==> src/rtl/sd_dat_rx_if.sv <==
// Bus bundle for the SD DAT0 receive path: bit strobe/line in, byte stream and status out.
interface sd_dat_rx_if;
  logic        start;
  logic        bit_en;
  logic        dat_in;
  logic [7:0]  data_out;
  logic        data_valid;
  logic        busy;
  logic        done;
  logic        crc_ok;
  logic        crc_err;
  logic        timeout;
  logic [15:0] rx_crc;
  logic [15:0] calc_crc;

  modport master (
    output start, bit_en, dat_in,
    input  data_out, data_valid, busy, done, crc_ok, crc_err, timeout, rx_crc, calc_crc
  );

  modport slave (
    input  start, bit_en, dat_in,
    output data_out, data_valid, busy, done, crc_ok, crc_err, timeout, rx_crc, calc_crc
  );
endinterface

==> src/rtl/sd_dat_rx.sv <==
// SD DAT0 block receiver: start-bit hunt, MSB-first byte deserialiser, CRC16-CCITT check, end bit.
module sd_dat_rx #(
  parameter int BLOCK_LEN = 512,
  parameter int TIMEOUT   = 65535
) (
  input logic        clk,
  input logic        rst,
  sd_dat_rx_if.slave bus
);
  localparam int BCW = $clog2(BLOCK_LEN + 1);

  typedef enum logic [2:0] {IDLE, WAIT_START, DATA, CRC, STOP} state_t;

  state_t         r_state;
  logic [BCW-1:0] r_byte_cnt;
  logic [3:0]     r_bit_cnt;
  logic [15:0]    r_wait_cnt;
  logic [7:0]     r_shift;
  logic [7:0]     r_data_out;
  logic           r_data_valid;
  logic           r_busy;
  logic           r_done;
  logic           r_crc_ok;
  logic           r_crc_err;
  logic           r_timeout;
  logic [15:0]    r_rx_crc;
  logic [15:0]    r_calc_crc;

  logic [7:0]     w_byte;
  logic [15:0]    w_wait_nxt;
  logic           w_match;

  // Byte-parallel x^16+x^12+x^5+1, same equations as the transmit-side generator.
  function automatic logic [15:0] next_crc16_d8(input logic [7:0] d, input logic [15:0] c);
    logic [7:0] x;
    x = c[15:8] ^ d;
    x = x ^ {4'h0, x[7:4]};
    return {c[7:0], 8'h00} ^ {x[3:0], 12'h000} ^ {3'b000, x, 5'b00000} ^ {8'h00, x};
  endfunction

  assign w_byte     = {r_shift[6:0], bus.dat_in};
  assign w_wait_nxt = r_wait_cnt + 16'd1;
  assign w_match    = (r_rx_crc == r_calc_crc);

  always_ff @(posedge clk) begin
    if (rst) begin
      r_state      <= IDLE;
      r_byte_cnt   <= '0;
      r_bit_cnt    <= '0;
      r_wait_cnt   <= '0;
      r_shift      <= '0;
      r_data_out   <= '0;
      r_data_valid <= 1'b0;
      r_busy       <= 1'b0;
      r_done       <= 1'b0;
      r_crc_ok     <= 1'b0;
      r_crc_err    <= 1'b0;
      r_timeout    <= 1'b0;
      r_rx_crc     <= '0;
      r_calc_crc   <= '0;
    end else begin
      r_data_valid <= 1'b0;
      r_done       <= 1'b0;
      case (r_state)
        IDLE: if (bus.start) begin
          r_state    <= WAIT_START;
          r_busy     <= 1'b1;
          r_crc_ok   <= 1'b0;
          r_crc_err  <= 1'b0;
          r_timeout  <= 1'b0;
          r_calc_crc <= '0;
          r_rx_crc   <= '0;
          r_wait_cnt <= '0;
        end
        WAIT_START: if (bus.bit_en) begin
          if (!bus.dat_in) begin
            r_state    <= DATA;
            r_bit_cnt  <= '0;
            r_byte_cnt <= '0;
          end else begin
            r_wait_cnt <= w_wait_nxt;
            if (w_wait_nxt == 16'(TIMEOUT)) begin
              r_state   <= IDLE;
              r_timeout <= 1'b1;
              r_busy    <= 1'b0;
            end
          end
        end
        DATA: if (bus.bit_en) begin
          r_shift   <= w_byte;
          r_bit_cnt <= r_bit_cnt + 4'd1;
          if (r_bit_cnt == 4'd7) begin
            r_bit_cnt    <= '0;
            r_data_out   <= w_byte;
            r_data_valid <= 1'b1;
            r_calc_crc   <= next_crc16_d8(w_byte, r_calc_crc);
            r_byte_cnt   <= r_byte_cnt + 1'b1;
            if (r_byte_cnt == BCW'(BLOCK_LEN - 1)) r_state <= CRC;
          end
        end
        CRC: if (bus.bit_en) begin
          r_rx_crc  <= {r_rx_crc[14:0], bus.dat_in};
          r_bit_cnt <= r_bit_cnt + 4'd1;
          if (r_bit_cnt == 4'd15) begin
            r_bit_cnt <= '0;
            r_state   <= STOP;
          end
        end
        STOP: if (bus.bit_en) begin
          r_crc_ok  <= w_match && bus.dat_in;
          r_crc_err <= !(w_match && bus.dat_in);
          r_done    <= 1'b1;
          r_busy    <= 1'b0;
          r_state   <= IDLE;
        end
        default: r_state <= IDLE;
      endcase
    end
  end

  assign bus.data_out   = r_data_out;
  assign bus.data_valid = r_data_valid;
  assign bus.busy       = r_busy;
  assign bus.done       = r_done;
  assign bus.crc_ok     = r_crc_ok;
  assign bus.crc_err    = r_crc_err;
  assign bus.timeout    = r_timeout;
  assign bus.rx_crc     = r_rx_crc;
  assign bus.calc_crc   = r_calc_crc;
endmodule

==> src/flat_wrapper.sv <==
// flat-port wrapper written by rule: the top's interface ports become plain ports
module sd_dat_rx_flat 
#(
  parameter int BLOCK_LEN = 512,
  parameter int TIMEOUT   = 65535
)
  (clk, rst, bus_start, bus_bit_en, bus_dat_in, bus_data_out, bus_data_valid, bus_busy, bus_done, bus_crc_ok, bus_crc_err, bus_timeout, bus_rx_crc, bus_calc_crc);
  sd_dat_rx_if bus_i ();
  input logic clk;
  input logic rst;
  input wire logic [$bits(bus_i.start)-1:0] bus_start;
  input wire logic [$bits(bus_i.bit_en)-1:0] bus_bit_en;
  input wire logic [$bits(bus_i.dat_in)-1:0] bus_dat_in;
  output wire logic [$bits(bus_i.data_out)-1:0] bus_data_out;
  output wire logic [$bits(bus_i.data_valid)-1:0] bus_data_valid;
  output wire logic [$bits(bus_i.busy)-1:0] bus_busy;
  output wire logic [$bits(bus_i.done)-1:0] bus_done;
  output wire logic [$bits(bus_i.crc_ok)-1:0] bus_crc_ok;
  output wire logic [$bits(bus_i.crc_err)-1:0] bus_crc_err;
  output wire logic [$bits(bus_i.timeout)-1:0] bus_timeout;
  output wire logic [$bits(bus_i.rx_crc)-1:0] bus_rx_crc;
  output wire logic [$bits(bus_i.calc_crc)-1:0] bus_calc_crc;
  assign bus_i.start = bus_start;
  assign bus_i.bit_en = bus_bit_en;
  assign bus_i.dat_in = bus_dat_in;
  assign bus_data_out = bus_i.data_out;
  assign bus_data_valid = bus_i.data_valid;
  assign bus_busy = bus_i.busy;
  assign bus_done = bus_i.done;
  assign bus_crc_ok = bus_i.crc_ok;
  assign bus_crc_err = bus_i.crc_err;
  assign bus_timeout = bus_i.timeout;
  assign bus_rx_crc = bus_i.rx_crc;
  assign bus_calc_crc = bus_i.calc_crc;
  sd_dat_rx #(.BLOCK_LEN(BLOCK_LEN), .TIMEOUT(TIMEOUT)) u_core (.clk(clk), .rst(rst), .bus(bus_i));
endmodule
==> config.mk <==
export PLATFORM = sky130hd
export DESIGN_NAME = sd_dat_rx_flat
export DESIGN_NICKNAME = d
export VERILOG_FILES = /design/src/rtl/sd_dat_rx_if.sv /design/src/rtl/sd_dat_rx.sv /design/src/flat_wrapper.sv
export SDC_FILE = /design/constraint.sdc
export NUM_CORES = 1
export LEC_CHECK = 0
export CORE_MARGIN = 8
export CORE_UTILIZATION = 56
export DETAILED_ROUTE_END_ITERATION = 12
export HOLD_SLACK_MARGIN = 0.08
export PLACE_DENSITY = 0.8
export SYNTH_ARGS = -nofsm -noshare
export SYNTH_HDL_FRONTEND = slang
export SYNTH_SLANG_ARGS = --single-unit
==> constraint.sdc <==
create_clock -name clk -period 2.36 [get_ports clk]
set_input_delay 0.472 -clock clk [delete_from_list [all_inputs] [get_ports clk]]
set_output_delay 0.472 -clock clk [all_outputs]
set_load 0.005 [all_outputs]
==> results of run 1 <==
worst max path at each step:
stage / startpoint / to / slack [ps] / depth (start not counted)
CTS: u_core.r_wait_cnt[0] / u_core.bus.busy / 160 / 7
floorplan: u_core.r_wait_cnt[0] / u_core.bus.busy / 390 / 7
global route: u_core.r_wait_cnt[0] / u_core.bus.busy / 40 / 7
finish: u_core.r_wait_cnt[0] / u_core.bus.busy / 150 / 7
global placement: bus_start / u_core.r_state[1] / 60 / 8
detailed placement: bus_start / u_core.r_state[1] / -30 / 8
power by group through the flow:
stage | registers [mW] | clock network (mW) | logic, mW
after detailed placement | 1.59 | 0 | 0.755
after global routing | 1.57 | 1.26 | 0.848
after CTS | 1.56 | 1.21 | 0.759
final | 1.56 | 1.19 | 0.765
after global placement | 1.59 | 0 | 0.739
after floorplan | 1.56 | 0 | 0.554
flip-flops by register name (all words and copies together), names as in the netlist:
name and cells:
u_core.bus.data_valid 1, u_core.r_shift 7, u_core.r_bit_cnt 4, u_core.bus.done 1, u_core.bus.calc_crc 16, u_core.bus.data_out 8, u_core.bus.busy 1, u_core.r_wait_cnt 16
u_core.r_byte_cnt 10, u_core.bus.crc_err 1, u_core.bus.timeout 1, u_core.bus.rx_crc 16, u_core.r_state 3, u_core.bus.crc_ok 1
metal layers:
layer	wire length (microns)	vias up	track usage [%]
met5	0	-	0
met3	705	26	4.12
met4	252	0	9.68
li1	-	1927	-
met2	4980	110	33.7
met1	4620	1853	25.4
worst max-delay path: stages, from the launching register on:
cell and delay [ps]:
sky130_fd_sc_hd__dfxtp_1 470, sky130_fd_sc_hd__ha_1 350, sky130_fd_sc_hd__xnor2_1 90, sky130_fd_sc_hd__or4_1 520, sky130_fd_sc_hd__a211oi_2 230, sky130_fd_sc_hd__nand3_1 130, sky130_fd_sc_hd__nor4b_2 270, sky130_fd_sc_hd__nor3_1 60
synthesized netlist by cell type, drive strengths merged, types with 7 or more instances:
library cell and n:
nand3 30, xnor2 31, dfxtp 86, nand2 55, nor3 17, a21o 7, a22oi 10, and3 13
nor2 62, buf 8, xor2 23, nand4 7, o21ai 18, a21oi 67, clkbuf 22
kinds of logic after synthesis:
group / synth area share, %
AOI/OAI and AO/OA: 15.8
xor gates and xnor gates: 11.2
adders and majority gates: 1.19
buffers and inverters: 3.44
DFF: 40.8
muxes: 0.474
and+or+nand+nor: 27.1
cell type report:
class                           instances  share of cell area (%)
Clock buffer                           10                    2.51
Clock inverter                          4                    1.92
Inverter                                6                   0.442
Multi-Input combinational cell        404                    46.3
Sequential cell                        86                    33.8
Tap cell                               99                    2.43
Timing Repair Buffer                   68                    12.6
==> impl_metrics.sql, run 1 <==
INSERT INTO impl_metrics (metric_group, metric, value, unit) VALUES
('outcome', 'run_status', 'finished clean', ''),
('critical_path', 'r2r_setup_slack', '150', 'ps'),
('sta', 'worst_slack', '153', 'ps'),
('clocking', 'postCtsHoldBufs', '0', ''),
('power', 'p_sw', '1.06', 'mW'),
('drt', 'routed_wire_length_per_instance', '15.6', 'microns'),
('placed_design', 'cell_area_after_placement', '0.00487', 'sq mm'),
('hold_path', 'min_delay_path_depth', '2', ''),
('sta', 'timing.final.crit_share', '93.5', '%'),
('placed_design', 'dp_cells', '663', ''),
('final_layout', 'number_of_inserted_diodes', '0', ''),
('drt', 'drc', '0', ''),
('logic_synthesis', 'synth_ff_type', 'sky130_fd_sc_hd__dfxtp_1', ''),
('sta', 'finalHoldViolCount', '0', ''),
('power', 'power.clock.fraction', '33.9', '%'),
('floorplanning', 'fp.dieW', '103', 'microns'),
('critical_path', 'r2r-start', 'u_core.r_wait_cnt[0]', ''),
('floorplanning', 'floorplan.rows', '31', ''),
('logic_synthesis', 'cells_after_synthesis', '526', ''),
('clocking', 'number_of_buffers_created_by_cts', '9', ''),
('sta', 'fin_setup_tns', '0', 'ps'),
('power', 'p_total', '3.52', 'mW'),
('floorplanning', 'core-area', '0.00729', 'sq mm'),
('power', 'power.switching_fraction', '30.1', '%'),
('job', 'max_cap_check_violation_count', '0', ''),
('sta', 'grt_setup_unrepaired', 'false', ''),
('final_layout', 'finish.instance_area', '0.00509', 'sq mm'),
('drt', 'route.antenna.remaining_nets', '0', ''),
('logic_synthesis', 'ys_types', '47', ''),
('final_layout', 'final_common_cell', 'sky130_fd_sc_hd__dfxtp_1', ''),
('sta', 'timing.final.max_slew_violations', '0', ''),
('final_layout', 'multi_input_comb_area', '0.00235', 'sq mm'),
('global_route', 'groute.usage.overall', '20.6', '%'),
('global_route', 'number_of_antenna_violations_at_the_first_check_in_global_routing', '0', ''),
('final_layout', 'layout_common_cells', 'sky130_fd_sc_hd__dfxtp_1, sky130_fd_sc_hd__a21oi_1, sky130_fd_sc_hd__nor2_1', ''),
('clocking', 'ctsResizeCount', '0', ''),
('placed_design', 'pre_cts_ws', '-30.4', 'ps'),
('critical_path', 'startpoint_type', 'register', ''),
('final_layout', 'ff_latch_area', '0.00172', 'sq mm'),
('floorplanning', 'die_h', '103', 'microns'),
('hold_path', 'hold_path_startpoint', 'u_core.bus.data_out[5]', ''),
('logic_synthesis', 'syn_area', '0.00422', 'sq mm'),
('power', 'power.leakage', '1.81', 'nW'),
('clocking', 'cts-root-to-sink-buffers', '2', ''),
('logic_synthesis', 'yosys.area.top_type', 'sky130_fd_sc_hd__dfxtp_1', ''),
('placed_design', 'hpwlAfterDp', '7.55', 'mm'),
('drt', 'detail_route.first_pass.iterations', '4', ''),
('critical_path', 'critical_path.endpoint_type', 'register', ''),
('critical_path', 'crit_fanout', '7', ''),
('floorplanning', 'io-pin-count', '51', ''),
('logic_synthesis', 'synth-seq-area-share', '40.8', '%'),
('clocking', 'cts_setup_buffers', '0', ''),
('logic_synthesis', 'synthesis.area_per_instance', '8.03', 'sq um'),
('drt', 'drt_first_iter_violations', '185', ''),
('final_layout', 'fraction_of_layout_instances_using_a_drive_strength_above_1', '7.27', '%'),
('placed_design', 'buffer_ports.inserted', '50', ''),
('clocking', 'clock_latency', '350', 'ps'),
('final_layout', 'design.final.nets', '584', ''),
('logic_synthesis', 'synth-edff-count', '0', ''),
('sta', 'slew-limit-headroom', '63.2', '%'),
('global_route', 'first_global_vias', '3684', ''),
('hold_path', 'hold_end', 'u_core.bus.data_out[5]', ''),
('power', 'power.density', '692', 'mW/mm^2'),
('power', 'p_seq_share', '44.4', '%'),
('clocking', 'root_buffer', 'sky130_fd_sc_hd__clkbuf_8', ''),
('clocking', 'tritoncts', 'done', ''),
('critical_path', 'required', '2610', 'ps'),
('sta', 'worstMarginPinSlew', '553', 'ps'),
('logic_synthesis', 'post_synth_main_area_contributors', 'sky130_fd_sc_hd__dfxtp_1, sky130_fd_sc_hd__a21oi_1, sky130_fd_sc_hd__xnor2_1', ''),
('hold_path', 'min-delay-path-class', 'register to register', ''),
('clocking', 'htree_levels', '3', '');
No activity file was read; power rests on OpenSTA's default activity.
==> run 2: changes to the inputs <==
--- a/config.mk
+++ b/config.mk
@@ -6,10 +6,10 @@
 export NUM_CORES = 1
 export LEC_CHECK = 0
 export CORE_MARGIN = 8
-export CORE_UTILIZATION = 56
+export CORE_UTILIZATION = 45
 export DETAILED_ROUTE_END_ITERATION = 12
 export HOLD_SLACK_MARGIN = 0.08
-export PLACE_DENSITY = 0.8
+export PLACE_DENSITY = 0.67
 export SYNTH_ARGS = -nofsm -noshare
 export SYNTH_HDL_FRONTEND = slang
 export SYNTH_SLANG_ARGS = --single-unit
==> constraint.sdc (replaced) <==
create_clock -name clk -period 2.7 [get_ports clk]
set_input_delay 0.54 -clock clk [delete_from_list [all_inputs] [get_ports clk]]
set_output_delay 0.54 -clock clk [all_outputs]
set_load 0.005 [all_outputs]
==> run 2 against run 1 <==
Effect of this change: register-to-register slack better by 360 ps; core utilization is 14 points lower; first-iteration DRC count is 5.4% higher; clock skew is 2.8 ps higher; largest power group unchanged; global-route usage is 3.4 points lower; final area is 0.25% lower.
==> impl_metrics.sql, run 2 (same netlist as run 1, synthesis figures left out) <==
INSERT INTO impl_metrics (metric_group, metric, value, unit) VALUES
('outcome', 'run_status', 'finished clean', ''),
('sta', 'finalSetupViolCount', '0', ''),
('critical_path', 'startpoint_type', 'register', ''),
('power', 'max-vdd-ir-drop', '0.000300', 'V'),
('clocking', 'tritoncts', 'done', ''),
('global_route', 'groute.usage.overall', '17.2', '%'),
('floorplanning', 'initial_utilization', '46.1', '%'),
('sta', 'final.hold.worst_slack', '460', 'ps'),
('clocking', 'cts.clk_slew.worst_paths', '90', 'ps'),
('sta', 'final_setup_skew', '11.5', 'ps'),
('final_layout', 'layout_common_cells', 'sky130_fd_sc_hd__dfxtp_1, sky130_fd_sc_hd__a21oi_1, sky130_fd_sc_hd__nor2_1', ''),
('drt', 'vias', '3820', ''),
('drt', 'routed_wire_length_per_instance', '15.8', 'microns'),
('clocking', 'number_of_buffers_created_by_cts', '9', ''),
('clocking', 'htree_levels', '3', ''),
('clocking', 'cts_setup_buffers', '0', ''),
('drt', 'route.antenna.remaining_nets', '0', ''),
('power', 'power.leakage', '1.79', 'nW'),
('final_layout', 'final_core_util', '55.5', '%'),
('final_layout', 'final_common_cell', 'sky130_fd_sc_hd__dfxtp_1', ''),
('sta', 'maximum_clock_rate', '457', 'MHz'),
('critical_path', 'worstPathArrival', '2410', 'ps'),
('sta', 'grt_setup_unrepaired', 'false', ''),
('floorplanning', 'io-pin-count', '51', ''),
('sta', 'slew-limit-headroom', '53.6', '%'),
('sta', 'fin_setup_tns', '0', 'ps'),
('final_layout', 'multi_input_comb_area', '0.00235', 'sq mm'),
('drt', 'routed_wl', '10.8', 'mm'),
('placed_design', 'buffer_ports.inserted', '50', ''),
('drt', 'detail_route.first_pass.iterations', '7', ''),
('global_route', 'largest_net_degree_at_the_start_of_global_routing', '42', ''),
('floorplanning', 'core-area', '0.00915', 'sq mm'),
('final_layout', 'layout.filler_cells', '851', ''),
('floorplanning', 'fp.dieW', '113', 'microns'),
('global_route', 'first_global_vias', '3574', ''),
('final_layout', 'number_of_inserted_diodes', '0', ''),
('final_layout', 'design.final.nets', '576', ''),
('hold_path', 'min-delay-path-class', 'register to register', ''),
('sta', 'timing.final.crit_share', '81.0', '%'),
('drt', 'drt_first_iter_violations', '195', ''),
('floorplanning', 'dieArea', '0.0127', 'sq mm'),
('clocking', 'numClockSinks', '86', ''),
('sta', 'final_period_demand_of_the_worst_path', '2190', 'ps'),
('clocking', 'postCtsHoldBufs', '0', ''),
('floorplanning', 'die_h', '113', 'microns'),
('global_route', 'grt_first_pass_wirelength', '18.2', 'mm'),
('power', 'power.density', '631', 'mW/mm^2'),
('final_layout', 'fraction_of_layout_instances_using_a_drive_strength_above_1', '6.29', '%'),
('global_route', 'grt_overflow', '0', ''),
('critical_path', 'required', '2930', 'ps'),
('clocking', 'cts-root-to-sink-buffers', '2', ''),
('final_layout', 'growth_of_design_area_from_synthesis_to_finish', '20.3', '%'),
('floorplanning', 'floorplan.rows', '35', ''),
('global_route', 'number_of_antenna_violations_at_the_first_check_in_global_routing', '0', ''),
('sta', 'timing.final.max_slew_violations', '0', ''),
('critical_path', 'critical_path.endpoint_type', 'register', ''),
('final_layout', 'ff_latch_area', '0.00172', 'sq mm'),
('clocking', 'ctsResizeCount', '0', ''),
('placed_design', 'hpwlAfterDp', '7.71', 'mm'),
('drt', 'drc', '0', ''),
('drt', 'vias_per_cell', '5.59', ''),
('critical_path', 'crit_type', 'register to register', ''),
('sta', 'worstMarginPinSlew', '695', 'ps'),
('clocking', 'clock_latency', '350', 'ps'),
('sta', 'finalHoldViolCount', '0', ''),
('job', 'max_cap_check_violation_count', '0', ''),
('clocking', 'root_buffer', 'sky130_fd_sc_hd__clkbuf_8', ''),
('critical_path', 'crit_fanout', '7', ''),
('placed_design', 'gp_congestion', '0.808', '');
[run 2: changes by cell type in the layout (fill, tap and decap cells not counted), sizes merged]
cell,delta
inv,+1
bufinv,+1
buf,-8
clkinvlp,-1
clkbuf,+1
[run 2: report_power, final]
group	internal, mW	switching [mW]
logic	0.220	0.406
registers	1.30	0.0772
clock network	0.738	0.463
total	2.26	0.946
[run 2: final timing paths]
path,to,slack [ps],cells past startpoint,startpoint
worst max-delay path,u_core.bus.busy,510,7,u_core.r_wait_cnt[0]
worst min-delay path,u_core.bus.data_out[5],460,2,u_core.bus.data_out[5]
worst max register to register,u_core.bus.busy,510,7,u_core.r_wait_cnt[0]
worst min register to register,u_core.bus.data_out[5],460,2,u_core.bus.data_out[5]
[run 2: cell type report]
class	instances	area share, %
timing repair buffer	60	11.2
clock inverter	5	2.54
clock buffer	11	2.78
tap	111	2.73
multi-input combinational	404	46.4
inverter	6	0.443
sequential	86	33.9
[run 2: critical path, stage by stage, from the launching register on]
cell and delay, ps:
sky130_fd_sc_hd__dfxtp_1 430, sky130_fd_sc_hd__ha_1 330, sky130_fd_sc_hd__nand3_1 190, sky130_fd_sc_hd__or3_1 380
sky130_fd_sc_hd__a211oi_2 280, sky130_fd_sc_hd__nand3_1 130, sky130_fd_sc_hd__nor4b_2 280, sky130_fd_sc_hd__nor3_1 60
[run 2: stage by stage]
| stage | setup WS (ps) | std cells | cell area (sq um) | power [mW] |
|---|---|---|---|---|
| after detailed placement | 201 | 667 | 4810 | 2.02 |
| after global routing | 304 | 683 | 5080 | 3.37 |
| after CTS | 504 | 683 | 5080 | 3.22 |
| after floorplan | 731 | 526 | 4220 | 1.84 |
| after global placement | 270 | 667 | 4810 | 2.02 |
| final | 514 | 683 | 5080 | 3.21 |
[run 2: per-layer routing]
| metal | wire [microns] | vias up | GRT usage (%) |
|---|---|---|---|
| met5 | 0 | - | 0 |
| met4 | 108 | 0 | 5.68 |
| met3 | 546 | 10 | 3.62 |
| met2 | 5010 | 86 | 27.6 |
| met1 | 5090 | 1804 | 22.6 |
| li1 | - | 1920 | - |
==> run 3: changes to the inputs <==
==> constraint.sdc (replaced) <==
create_clock -name clk -period 2.18 [get_ports clk]
set_input_delay 0.436 -clock clk [delete_from_list [all_inputs] [get_ports clk]]
set_output_delay 0.436 -clock clk [all_outputs]
set_load 0.005 [all_outputs]
==> run 3 against run 2 <==
Effect of this change: final area is 3.5% higher; cell count up 3.5%; clock skew grew 1.4 ps; non-clock buffer count grew 24; critical path depth is the same; fmax is 6.0% higher; clock power increased by 13%; via count grew 1.9%; power is 24% higher; sequential power rose by 21%; core utilization is 2.0 points higher; clock-buffer cell count unchanged; critical endpoint is now u_core.r_state[0].
==> impl_metrics.sql, run 3 (same netlist as run 1, synthesis figures left out) <==
INSERT INTO impl_metrics (metric_group, metric, value, unit) VALUES
('sta', 'finalSetupViolCount', '0', ''),
('final_layout', 'growth_of_design_area_from_synthesis_to_finish', '24.5', '%'),
('floorplanning', 'core-area', '0.00915', 'sq mm'),
('global_route', 'number_of_antenna_violations_at_the_first_check_in_global_routing', '0', ''),
('floorplanning', 'initial_utilization', '46.1', '%'),
('floorplanning', 'die_h', '113', 'microns'),
('sta', 'grt_setup_unrepaired', 'false', ''),
('sta', 'fin_setup_tns', '0', 'ps'),
('clocking', 'number_of_buffers_created_by_cts', '9', ''),
('sta', 'maximum_clock_rate', '485', 'MHz'),
('final_layout', 'layoutNonFillerInstCount', '707', ''),
('placed_design', 'gp_congestion', '0.854', ''),
('job', 'max_cap_check_violation_count', '0', ''),
('global_route', 'largest_net_degree_at_the_start_of_global_routing', '44', ''),
('drt', 'drt_first_iter_violations', '195', ''),
('sta', 'worstMarginPinSlew', '474', 'ps'),
('floorplanning', 'floorplan.rows', '35', ''),
('critical_path', 'critical_path.endpoint_type', 'register', ''),
('placed_design', 'dp_cells', '691', ''),
('sta', 'final_period_demand_of_the_worst_path', '2060', 'ps'),
('sta', 'timing.final.max_slew_violations', '0', ''),
('floorplanning', 'io-pin-count', '51', ''),
('placed_design', 'buffer_ports.inserted', '50', ''),
('final_layout', 'design.final.nets', '600', ''),
('critical_path', 'startpoint_type', 'register', ''),
('clocking', 'clock_latency', '350', 'ps'),
('drt', 'routed_wire_length_per_instance', '15.4', 'microns'),
('drt', 'route.antenna.remaining_nets', '0', ''),
('outcome', 'run_status', 'finished clean', ''),
('drt', 'vias', '3894', ''),
('critical_path', 'required', '2400', 'ps'),
('drt', 'drc', '0', ''),
('sta', 'finalHoldViolCount', '0', ''),
('clocking', 'cts_setup_buffers', '0', ''),
('power', 'power.density', '754', 'mW/mm^2'),
('hold_path', 'min-delay-path-class', 'primary input to register', ''),
('clocking', 'htree_levels', '3', ''),
('hold_path', 'min_delay_path_depth', '2', ''),
('final_layout', 'layout_common_cells', 'sky130_fd_sc_hd__dfxtp_1, sky130_fd_sc_hd__a21oi_1, sky130_fd_sc_hd__nor2_1', ''),
('final_layout', 'layout.filler_cells', '843', ''),
('critical_path', 'crit_fanout', '4', ''),
('floorplanning', 'fp.dieW', '113', 'microns'),
('drt', 'vias_per_cell', '5.51', ''),
('final_layout', 'ff_latch_area', '0.00172', 'sq mm'),
('clocking', 'cts-root-to-sink-buffers', '2', ''),
('global_route', 'grt_first_pass_wirelength', '18.3', 'mm'),
('final_layout', 'final_common_cell', 'sky130_fd_sc_hd__dfxtp_1', ''),
('sta', 'timing.final.crit_share', '94.6', '%'),
('floorplanning', 'dieArea', '0.0127', 'sq mm'),
('sta', 'final_setup_skew', '12.9', 'ps'),
('placed_design', 'hpwlAfterDp', '7.87', 'mm'),
('critical_path', 'crit_type', 'register to register', ''),
('final_layout', 'fraction_of_layout_instances_using_a_drive_strength_above_1', '10.1', '%'),
('clocking', 'root_buffer', 'sky130_fd_sc_hd__clkbuf_8', ''),
('power', 'max-vdd-ir-drop', '0.000346', 'V'),
('global_route', 'first_global_vias', '3635', ''),
('sta', 'slew-limit-headroom', '68.4', '%'),
('critical_path', 'worstPathArrival', '2280', 'ps'),
('clocking', 'tritoncts', 'done', ''),
('clocking', 'cts.clk_slew.worst_paths', '90', 'ps'),
('critical_path', 'timing.reg2reg.worst_path_depth', '7', ''),
('final_layout', 'number_of_inserted_diodes', '0', ''),
('drt', 'detail_route.first_pass.iterations', '4', ''),
('final_layout', 'multi_input_comb_area', '0.00236', 'sq mm'),
('clocking', 'numClockSinks', '86', ''),
('global_route', 'groute.usage.overall', '17.3', '%'),
('global_route', 'grt_overflow', '0', ''),
('drt', 'routed_wl', '10.9', 'mm'),
('power', 'power.leakage', '1.91', 'nW');
[run 3: cell types whose count changed in the layout (fill, tap and decap cells not counted), sizes merged]
cell      before  now
bufinv         4    3
buf           11   35
clkinv         0    1
clkinvlp       0    1
inv            7    6
[run 3: path summary, 6_finish.rpt]
check | start | end | slack [ps]
worst max-delay path | u_core.r_byte_cnt[0] | u_core.r_state[0] | 120
worst min-delay path | rst | u_core.bus.busy | 320
worst max register to register | u_core.r_byte_cnt[0] | u_core.r_state[0] | 120
worst min register to register | u_core.bus.data_out[5] | u_core.bus.data_out[5] | 460
[run 3: layer usage]
| layer | track usage (%) | part of all wire, % | vias up |
|---|---|---|---|
| li1 | - | - | 1963 |
| met1 | 22.1 | 46 | 1847 |
| met2 | 28.4 | 47 | 76 |
| met3 | 3.89 | 5.4 | 8 |
| met4 | 5.33 | 0.80 | 0 |
| met5 | 0 | 0 | - |
[run 3: per-stage QoR]
stage	util, %	hold WS (ps)	setup slack (ps)	cell area (sq um)	total power, mW
CTS	57.3	300	125	5250	3.98
finish	57.4	316	117	5260	3.96
global route	57.4	298	20.1	5260	4.16
floorplan	-	453	211	4220	2.28
global placement	54.6	445	-104	5000	2.61
detailed placement	54.6	451	-149	5000	2.63
[run 3: where the power goes]
part / internal (mW) / total [mW] / switching (mW)
Combinational: 0.368 / 0.934 / 0.566
Clock: 0.796 / 1.36 / 0.568
Sequential: 1.61 / 1.67 / 0.0551
[run 3: critical path, stage by stage, from the launching register on]
cell	delay [ps]
sky130_fd_sc_hd__dfxtp_1	380
sky130_fd_sc_hd__ha_1	210
sky130_fd_sc_hd__nand3_1	80
sky130_fd_sc_hd__or2_2	290
sky130_fd_sc_hd__o311a_1	380
sky130_fd_sc_hd__nor3_2	300
sky130_fd_sc_hd__mux2i_1	230
sky130_fd_sc_hd__a21oi_1	80
[run 3: repair_timing]
action	CTS	global route
resized for setup	0	1
hold endpoints to repair	0	0
setup endpoints to repair	0	1
hold buffers	0	0
[run 3: cell type report]
class / instances / share of cell area, %
clock buffer: 11 / 2.69
multi-input combinational: 404 / 45.0
timing repair buffer: 84 / 14.5
tap: 111 / 2.64
sequential: 86 / 32.7
inverter: 6 / 0.428
clock inverter: 5 / 2.02
